--- config.mk ---
export PLATFORM = sky130hd
export DESIGN_NAME = task_dispatcher
export DESIGN_NICKNAME = d
export VERILOG_FILES = /design/src/rtl/task_dispatcher.sv
export SDC_FILE = /design/constraint.sdc
export NUM_CORES = 1
export LEC_CHECK = 0
export BUFFER_PORTS_ARGS = -buffer_cell sky130_fd_sc_hd__buf_2
export CAP_MARGIN = 20
export CELL_PAD_IN_SITES_DETAIL_PLACEMENT = 0
export CELL_PAD_IN_SITES_GLOBAL_PLACEMENT = 1
export CORE_MARGIN = 2
export CORE_UTILIZATION = 35
export DETAILED_ROUTE_END_ITERATION = 10
export GPL_ROUTABILITY_DRIVEN = 0
export PLACE_DENSITY_LB_ADDON = 0.1
export REMOVE_ABC_BUFFERS = 1
export SYNTH_ARGS = -nofsm -noshare
export SYNTH_HDL_FRONTEND = slang
export SYNTH_SLANG_ARGS = --single-unit
--- constraint.sdc ---
create_clock -name clk -period 2.9 [get_ports clk]
set_input_delay 0.435 -clock clk [delete_from_list [all_inputs] [get_ports clk]]
set_output_delay 0.435 -clock clk [all_outputs]
set_load 0.01 [all_outputs]
--- src/rtl/task_dispatcher.sv ---
// -----------------------------------------------------------------------------
// task_dispatcher
//
// Consumer end of a sorted insertion queue. Whenever the output slot is free
// (or is being freed by a handshake this cycle) the head task (smallest key) is
// popped, held in a register and offered to the core with valid/ready.
// The block also generates the periodic aging pulse for the queue, ages the
// held task's key on that pulse, and flags tasks whose key has reached zero.
//
// Optional feature (compile-time macro DISPATCH_MISS_DROP_EN):
//   defined     - a popped task with key == 0 is counted in miss_cnt and
//                 discarded; it is never offered to the core.
//   not defined - expired tasks are offered normally with task_expired = 1;
//                 miss_cnt still counts them.
//
// Parameters
//   W         queue entry width including its valid bit; task word is W-1 bits
//   KEY_W     low KEY_W bits of a task hold the remaining-time key
//   TICK_DIV  cycles per aging pulse (>= 2)
//
// Ports
//   clk           in   rising-edge clock
//   rst           in   asynchronous, active-low reset
//   enable        in   1 = pops allowed; 0 = no new pops, held task still offered
//   q_data        in   queue head task (combinational from the queue)
//   q_empty       in   queue empty
//   q_rd          out  one-cycle pop pulse to the queue
//   q_subtract    out  one-cycle aging pulse to the queue
//   task_data     out  held task
//   task_valid    out  task_data valid
//   task_ready    in   core accepts the task when task_valid & task_ready
//   task_expired  out  held task key == 0 (only with task_valid)
//   miss_cnt      out  number of expired tasks popped, saturating
// -----------------------------------------------------------------------------
module task_dispatcher #(
  parameter int W        = 41,
  parameter int KEY_W    = 16,
  parameter int TICK_DIV = 1000
) (
  input  logic           clk,
  input  logic           rst,
  input  logic           enable,
  input  logic [W-2:0]   q_data,
  input  logic           q_empty,
  output logic           q_rd,
  output logic           q_subtract,
  output logic [W-2:0]   task_data,
  output logic           task_valid,
  input  logic           task_ready,
  output logic           task_expired,
  output logic [15:0]    miss_cnt
);

  localparam int TW    = W - 1;
  localparam int CNT_W = (TICK_DIV > 2) ? $clog2(TICK_DIV) : 1;
  localparam logic [CNT_W-1:0] TICK_LAST = CNT_W'(TICK_DIV - 1);

  typedef enum logic {
    S_IDLE,
    S_HOLD
  } state_t;

  state_t            r_state;
  state_t            w_state_next;
  logic [CNT_W-1:0]  r_tick_cnt;
  logic [TW-1:0]     r_task;
  logic [15:0]       r_miss_cnt;

  logic              w_sub;
  logic              w_pop;
  logic              w_drop;
  logic              w_capture;
  logic              w_head_zero;
  logic              w_held_zero;

  // ---------------------------------------------------------------------------
  // Aging tick: counter runs 0..TICK_DIV-1, pulse on the last count.
  // ---------------------------------------------------------------------------
  // NOTE: sequential state uses non-blocking assignments so every register
  // samples values from before the edge, regardless of block ordering.
  always_ff @(posedge clk or negedge rst) begin
    if (!rst) begin
      r_tick_cnt <= '0;
    end else if (r_tick_cnt == TICK_LAST) begin
      r_tick_cnt <= '0;
    end else begin
      r_tick_cnt <= r_tick_cnt + 1'b1;
    end
  end

  assign w_sub       = (r_tick_cnt == TICK_LAST);
  assign w_head_zero = (q_data[KEY_W-1:0] == '0);
  assign w_held_zero = (r_task[KEY_W-1:0] == '0);

  // ---------------------------------------------------------------------------
  // Pop decision and next state.
  // A pop is blocked during the aging cycle so the queue never sees rd and
  // subtract together; it simply happens one cycle later. The reset term keeps
  // q_rd low while reset is asserted even if the queue is non-empty.
  // ---------------------------------------------------------------------------
  // NOTE: every signal written here gets a default first, so no path through
  // the block can leave one unassigned and infer a latch.
  always_comb begin
    w_pop        = 1'b0;
    w_drop       = 1'b0;
    w_capture    = 1'b0;
    w_state_next = r_state;

    w_pop = rst & enable & ~q_empty & ~w_sub &
            ((r_state == S_IDLE) | task_ready);
`ifdef DISPATCH_MISS_DROP_EN
    w_drop = w_pop & w_head_zero;
`endif
    w_capture = w_pop & ~w_drop;

    case (r_state)
      S_IDLE: begin
        if (w_capture) w_state_next = S_HOLD;
      end
      S_HOLD: begin
        // Accepted with no replacement (none available, or it was dropped).
        if (task_ready && !w_capture) w_state_next = S_IDLE;
      end
      default: w_state_next = S_IDLE;
    endcase
  end

  always_ff @(posedge clk or negedge rst) begin
    if (!rst) begin
      r_state <= S_IDLE;
    end else begin
      r_state <= w_state_next;
    end
  end

  // ---------------------------------------------------------------------------
  // Held task register. Capture takes priority over aging; only the key field
  // ages, saturating at zero, and only while a task is actually held.
  // ---------------------------------------------------------------------------
  // NOTE: the task register is reset so task_data reads 0 out of reset rather
  // than stale contents; it is a single word, not a memory array.
  always_ff @(posedge clk or negedge rst) begin
    if (!rst) begin
      r_task <= '0;
    end else if (w_capture) begin
      r_task <= q_data;
    end else if (w_sub && (r_state == S_HOLD) && !w_held_zero) begin
      r_task[KEY_W-1:0] <= r_task[KEY_W-1:0] - 1'b1;
    end
  end

  // Miss counter: every pop of an already-expired task, dropped or not.
  always_ff @(posedge clk or negedge rst) begin
    if (!rst) begin
      r_miss_cnt <= '0;
    end else if (w_pop && w_head_zero && (r_miss_cnt != 16'hFFFF)) begin
      r_miss_cnt <= r_miss_cnt + 1'b1;
    end
  end

  assign q_rd         = w_pop;
  assign q_subtract   = w_sub;
  assign task_data    = r_task;
  assign task_valid   = (r_state == S_HOLD);
  assign task_expired = (r_state == S_HOLD) & w_held_zero;
  assign miss_cnt     = r_miss_cnt;

endmodule
## Word level (Yosys, flattened, before mapping)

Cells that the tools add are included.

- Register bits after elaboration: 67
- Input port bits: 45
- Output and inout bits: 60
- Word-level logic and storage cells: 35

- Add/subtract/negate cells: 3
- Equality and inequality tests: 2
- Mux-type cells: 6
- Bitwise operators: 9
- Reductions and logical operators: 10

Operators by type and width:

| cell | count |
|---|---|
| $logic_not 16->1 | 2 |
| $mux 16 | 2 |
| $add 16x1->16 const B | 1 |
| $ne 16x16->1 const B | 1 |
| $sub 16x1->16 const B | 1 |
| $add 10x1->10 const B | 1 |
| $eq 10x10->1 const B | 1 |
| $mux 10 | 1 |
| $and 1x1->1 | 5 |
| $logic_and 1x1->1 | 5 |
| $not 1->1 | 3 |
| $logic_not 1->1 | 2 |
| $mux 1 | 2 |
| $pmux 1 s2 | 1 |
| $reduce_bool 2->1 | 1 |
| $or 1x1->1 | 1 |

## Logic depth before layout (Yosys ltp)

Gate-level depths: netlist (run 1).

- Word-level depth: 8
- Mapped depth: 10
- Depth with buffers taken out: 7

## Worst setup path before layout (run 1)

Ideal clock, no wire load.

- Path kind: register -> output
- Start point: register r_tick_cnt[0]
- End point: output q_rd
- Data arrival time: 1,829 ps
- Required time: 2,465 ps
- Path slack: 636 ps
- Stages on the path, launching flop included: 9
- Buffers on the path: 3
- Cells stage by stage: dfrtp_1 -> ha_1 -> nand4b_1 -> o31ai_1 -> or2_1 -> buf_4 -> inv_2 -> buf_2 -> buf_2

- Word-level cells in the longest chain between the ends: 4

Ends and longest elaborated chain:

| what | RTL line | RTL |
|---|---|---|
| start: declaration | 65 | `logic [CNT_W-1:0] r_tick_cnt;` |
| start signal: assignment | 87 | `r_tick_cnt <= r_tick_cnt + 1'b1;` |
| $eq 10x10->1 | 91 | `assign w_sub = (r_tick_cnt == TICK_LAST);` |
| $not 1->1 | 109 | `w_pop = rst & enable & ~q_empty & ~w_sub &` |
| $and 1x1->1 (2 in series) | 109 |  |
| end: declaration | 45 | `output logic q_rd,` |

Every way passes these cells.

## Final worst setup path (run 1)

Ends and elaborated chain as after synthesis.

==> out/results.tsv, run 1 <==
metric	value	unit
first-pass GRT wire length	14200	um
R2R depth	7	
PD cells	570	nW/um^2
DRC viols	0	
unrepaired setup endpoints after global routing	false	
final global-route overflow total	0	
CTS tree	built	
worst slew pin tran	0.938	ns
Top FF cell, synth	dfrtp_1	
Final Skew	0.0117	ns
number of clock buffers inserted by TritonCTS	9	
register area	1680	um^2
Synth warnings	0	
Final Hold Fails	0	
P_leak	2.09	nW
initial antenna violation count	0	
number of setup buffers added after CTS	0	
min cycle time layout	2.62	ns
IO buf count	104	
largest net degree at the start of global routing	68	
critical-path cell list	ha_1 -> nand4b_1 -> o31ai_2 -> or2_1 -> inv_2 -> buf_2	
WS Path Type	flip-flop to output port	
Post-Route WL	8650	um
asr flop ratio synth	1.00	
total of max-cap violations	0	
diode count	0	
flops & latches, synth	67	
Vias	2893	
fin util	0.451	
clock latency on the worst-skew pair	0.35	ns
placed inst area	3950	um^2
arrival time worst endpoint	2.18	ns
top area cells in the synthesized netlist	dfrtp_1, nand2_1, xnor2_1	
Max-slew headroom	0.375	
vias per cell	5.04	
nets	506	
# fillers	923	
Slowest-stage cell, CP	o31ai_2	
Post-DP HPWL	5950	um
worst hold path type	input port to flip-flop	
outcome	completed	
DR WL/cell	15.1	um
TNS Setup	0	ns
Initial Util	0.359	
Hold Path Depth	3	
VDD IR max	234	uV
endpoints failing setup	0	
Mapped Cells	348	
sequential cell area fraction in the yosys report	0.508	
initial DRC count	59	
fin crit share	0.903	
Syn Std Cell Area	3300	um^2
Critical Path Fanout Max	21	
synth unique cells	48	
Mean Syn Cell Area	9.48	um^2
FP Rows	35	
H-tree depth	3	
area share of the leading cell type in the synthesized netlist	0.508	
Reg clk slew, reported paths	0.08	ns
biggest area consumer among synthesized cells	dfrtp_1	
number of synthesized flops with an enable pin	0	
Pwr Total	2.36	mW
antenna viol nets, final	0	
clock root cell	clkbuf_8	
most frequent cells in the layout	buf_2, nand2_1, dfrtp_1	
CP max stage delay	0.41	ns
critical path capture point type	output port	
area grow syn2layout	25.7	%
Final Cell Area	4150	um^2
CTS Buffer Depth	2	
IO Count	105	
Placeable Area	9200	um^2
Die Area	10200	um^2
first-pass detailed-route iteration total	5	
GRT Overall Usage	0.178	
WP data required	2.47	ns
most common cell after layout, fill and taps aside	buf_2	
worst hold margin	0.271	ns
Die Ht	101	um
max-slew violations	0	
Multi-input gate area	1510	um^2
startpoint kind of the worst setup timing path	flip-flop	
clock sink total	67	
Fmax	382	MHz
layout cells sized above 1	0.292	
Chip Width	101	um
vias in the first global route	2852	
## sequential cells by signal, summed over array words and instances (netlist names)
name and count:
task_valid 1, task_data 40, r_tick_cnt 10, miss_cnt 16
## cells in the mapped netlist (all sizes together) (2+ instances only)
cell	instances
mux2	2
nor4	11
a22o	2
a22oi	5
ha	3
o211ai	11
nand4	13
or4	2
and3	4
a21o	2
or2	2
nor2b	2
mux2i	8
o31ai	2
buf	9
clkbuf	3
nand2	91
inv	13
dfrtp	67
xnor2	17
or3	5
a211o	2
nand3	18
o21ai	9
and2	3
nor2	21
xor2	4
nor3	7
## power by group
part	internal, mW	switching, mW	leakage, nW
Clock	0.420	0.372	0.0926
Combinational	0.185	0.251	1.14
Sequential	1.04	0.0971	0.859
Total	1.64	0.720	2.09
## what timing repair did
action	4_1_cts	5_1_grt
gates resized for setup	0	1
hold buffers	0	0
setup endpoints to repair	0	1
## critical path, delay by kind of cell, from the launching register on
family	cells	cell delay (ns)
and+or+nand+nor	2	0.44
adders and majority gates	1	0.22
buffers and inverters	2	0.37
AOI/OAI and AO/OA	1	0.41
DFF	1	0.39
## worst paths after layout
kind,from,endpoint,slack [ns]
max in group asynchronous,rst,task_data[7],1.99
max,r_tick_cnt[0],q_rd,0.28
min reg2reg,task_data[36],task_data[36],0.47
max reg2reg,task_data[0],task_data[14],0.31
min,q_data[17],task_data[17],0.27
min in group asynchronous,rst,r_tick_cnt[7],0.31
## layout make-up
class                   count  share of cell area
well taps                 111              0.0335
clock buffers              12              0.0350
repair buffers            111               0.138
multi-input cells         256               0.365
clock inverters             4              0.0121
inverters                  13              0.0118
flip-flops and latches     67               0.404
## routing by layer
layer  share of wire  up-vias  wire, um  GRT usage
met5               0        -         0          0
met4           0.014        0       124     0.0593
met3           0.072       12       626     0.0652
met2            0.44       84      3790      0.265
met1            0.47     1374      4100      0.239
li1                -     1423         -          -
## stage by stage
| stage | setup WS, ns | cells |
|---|---|---|
| after floorplan | -0.0912 | 336 |
| after global placement | 0.389 | 558 |
| after detailed placement | 0.324 | 558 |
| after CTS | 0.126 | 574 |
| after global routing | 0.0924 | 574 |
| final | 0.281 | 574 |
## logic make-up after synthesis
| group | share of synthesized area |
|---|---|
| muxes | 0.0322 |
| adders and majority gates | 0.0114 |
| buffers and inverters | 0.0345 |
| DFF | 0.508 |
| AOI/OAI and AO/OA | 0.0922 |
| xor gates and xnor gates | 0.0558 |
| and+or+nand+nor | 0.266 |
Power figures use the tool's default switching activity.
==> run 2: changes to the inputs <==
--- a/config.mk
+++ b/config.mk
@@ -11,10 +11,12 @@
 export CELL_PAD_IN_SITES_GLOBAL_PLACEMENT = 1
 export CORE_MARGIN = 2
 export CORE_UTILIZATION = 35
+export CTS_BUF_LIST = sky130_fd_sc_hd__clkbuf_4 sky130_fd_sc_hd__clkbuf_8
 export DETAILED_ROUTE_END_ITERATION = 10
 export GPL_ROUTABILITY_DRIVEN = 0
 export PLACE_DENSITY_LB_ADDON = 0.1
 export REMOVE_ABC_BUFFERS = 1
+export SETUP_SLACK_MARGIN = 0.4
 export SYNTH_ARGS = -nofsm -noshare
 export SYNTH_HDL_FRONTEND = slang
 export SYNTH_SLANG_ARGS = --single-unit
==> constraint.sdc (replaced) <==
create_clock -name clk -period 3.2 [get_ports clk]
set_input_delay 0.48 -clock clk [delete_from_list [all_inputs] [get_ports clk]]
set_output_delay 0.48 -clock clk [all_outputs]
set_load 0.01 [all_outputs]
==> run 2 against run 1 <==
Compared with the run above:
- die area is the same
- final cell count fell by 0.17%
- count of clock-buffer cells in the layout stayed put
- highest routed layer unchanged
- largest cell class unchanged
- register-to-register slack improved by 0.31 ns
==> out/results.tsv, run 2 (same netlist as run 1, synthesis figures left out) <==
metric	value	unit	change
Max-slew headroom	0.367		-0.00775
Initial Util	0.359		unchanged
fin crit share	0.834		
FP Rows	35		unchanged
clock latency on the worst-skew pair	0.34	ns	about the same
GRT Overall Usage	0.183		+0.00516
Post-DP HPWL	6050	um	+1.6%
Critical Path Fanout Max	19		-9.5%
nets	507		+0.20%
# hold bufs at CTS	0		unchanged
DR WL/cell	15.2	um	+0.87%
VDD IR max	229	uV	-2.3%
most frequent cells in the layout	buf_2, nand2_1, dfrtp_1		
IO buf count	104		unchanged
WS Path Type	flip-flop to output port		
Pwr Total	2.16	mW	-8.5%
outcome	completed		
Die Area	10200	um^2	unchanged
number of clock buffers inserted by TritonCTS	9		unchanged
first-pass GRT wire length	14500	um	+2.2%
Placeable Area	9200	um^2	unchanged
CP Launch Point	r_tick_cnt[0]		
register area	1680	um^2	unchanged
final global-route overflow total	0		unchanged
CTS tree	built		
antenna viol nets, final	0		unchanged
P_leak	2.10	nW	+0.58%
diode count	0		unchanged
max reg flops	40		unchanged
PD cells	518	nW/um^2	-9.1%
r2r endpoint	task_data[14]		
min cycle time layout	2.67	ns	
Final Skew	0.00826	ns	-0.00343 ns
area grow syn2layout	26.5	%	
WP data required	2.72	ns	+0.25 ns
clock root cell	clkbuf_8		
total of max-cap violations	0		unchanged
clock sink total	67		unchanged
Worst Setup EP	q_rd		
vias in the first global route	2919		+2.3%
layout cells sized above 1	0.297		+0.00496
R2R Setup Slk	0.62	ns	+0.31 ns
startpoint kind of the worst setup timing path	flip-flop		
Post-Route WL	8710	um	+0.69%
IO Count	105		unchanged
arrival time worst endpoint	2.19	ns	about the same
r2r startpoint	task_data[0]		
Multi-input gate area	1530	um^2	+0.99%
worst slew pin tran	0.949	ns	+0.0116 ns
TNS Setup	0	ns	unchanged
endpoints failing setup	0		unchanged
unrepaired setup endpoints after global routing	true		
first-pass detailed-route iteration total	4		-1
worst hold path type	input port to flip-flop		
H-tree depth	3		unchanged
R2R depth	7		unchanged
initial antenna violation count	0		unchanged
max-slew violations	0		unchanged
Fmax	375	MHz	
Reg clk slew, reported paths	0.07	ns	about the same
critical path capture point type	output port		
initial DRC count	88		+49%
vias per cell	5.06		+0.49%
most common cell after layout, fill and taps aside	buf_2		
largest net degree at the start of global routing	68		unchanged
Vias	2902		+0.31%
Final Hold Fails	0		unchanged
CTS Buffer Depth	2		unchanged
# fillers	920		-0.33%
Die Ht	101	um	unchanged
DRC viols	0		unchanged
Chip Width	101	um	unchanged
run 2: cell count changes in the layout (fill, tap and decap cells not counted):
cell / delta
nor4_2: +1
nor4_1: -1
nand4_2: -1
nand4_4: +1
clkbuf_1: -2
buf_4: +1
clkinvlp_4: -2
clkbuf_8: +2
run 2: layout make-up:
| cell class | instances | share of cell area |
|---|---|---|
| flip-flops and latches | 67 | 0.402 |
| multi-input cells | 256 | 0.366 |
| repair buffers | 112 | 0.139 |
| clock buffers | 12 | 0.0396 |
| well taps | 111 | 0.0333 |
| inverters | 13 | 0.0117 |
| clock inverters | 2 | 0.00840 |
run 2: what timing repair did:
action / in CTS / in global routing
endpoints found under the setup margin: 0 / 3
resized for setup: 0 / 3
buffers inserted: 0 / 1
endpoints found under the hold margin: 0 / 0
run 2: through the flow:
stage / instances / worst slack (ns) / hold slack (ns) / cell area, um^2 / util
after floorplan: 336 / 0.209 / 0.184 / 3230 / -
after global placement: 558 / 0.698 / 0.453 / 3950 / 0.429
after detailed placement: 558 / 0.608 / 0.462 / 3950 / 0.429
after CTS: 572 / 0.400 / 0.303 / 4150 / 0.451
after global routing: 573 / 0.349 / 0.305 / 4170 / 0.454
final: 573 / 0.530 / 0.322 / 4170 / 0.454
run 2: worst min path at each step:
stage / start / end / slack, ns / cells after the start
6_report: q_data[37] / task_data[37] / 0.32 / 3
5_1_grt: q_data[20] / task_data[20] / 0.31 / 3
4_1_cts: q_data[21] / task_data[21] / 0.30 / 3
3_3_place_gp: task_data[29] / task_data[29] / 0.45 / 2
2_1_floorplan: rst / miss_cnt[0] / 0.18 / 0
3_5_place_dp: task_data[34] / task_data[34] / 0.46 / 2
run 2: per-layer routing:
layer  vias to the layer above  routed length (um)  global-route usage
li1                       1431                   -                   -
met1                      1374                4060               0.242
met2                        87                3850               0.278
met3                        10                 671              0.0638
met4                         0                 127              0.0655
met5                         -                   0                   0
run 2: worst max-delay path, stage by stage, from the launching register on:
cell and delay [ns]:
dfrtp_1 0.39, ha_1 0.23, nand4b_1 0.25, o31ai_2 0.43, or2_1 0.19, inv_2 0.15
buf_2 0.20
run 2: power by group:
group	internal, mW	switching, mW	total [mW]
sequential	0.942	0.0915	1.03
combinational	0.170	0.230	0.399
clock	0.414	0.316	0.730
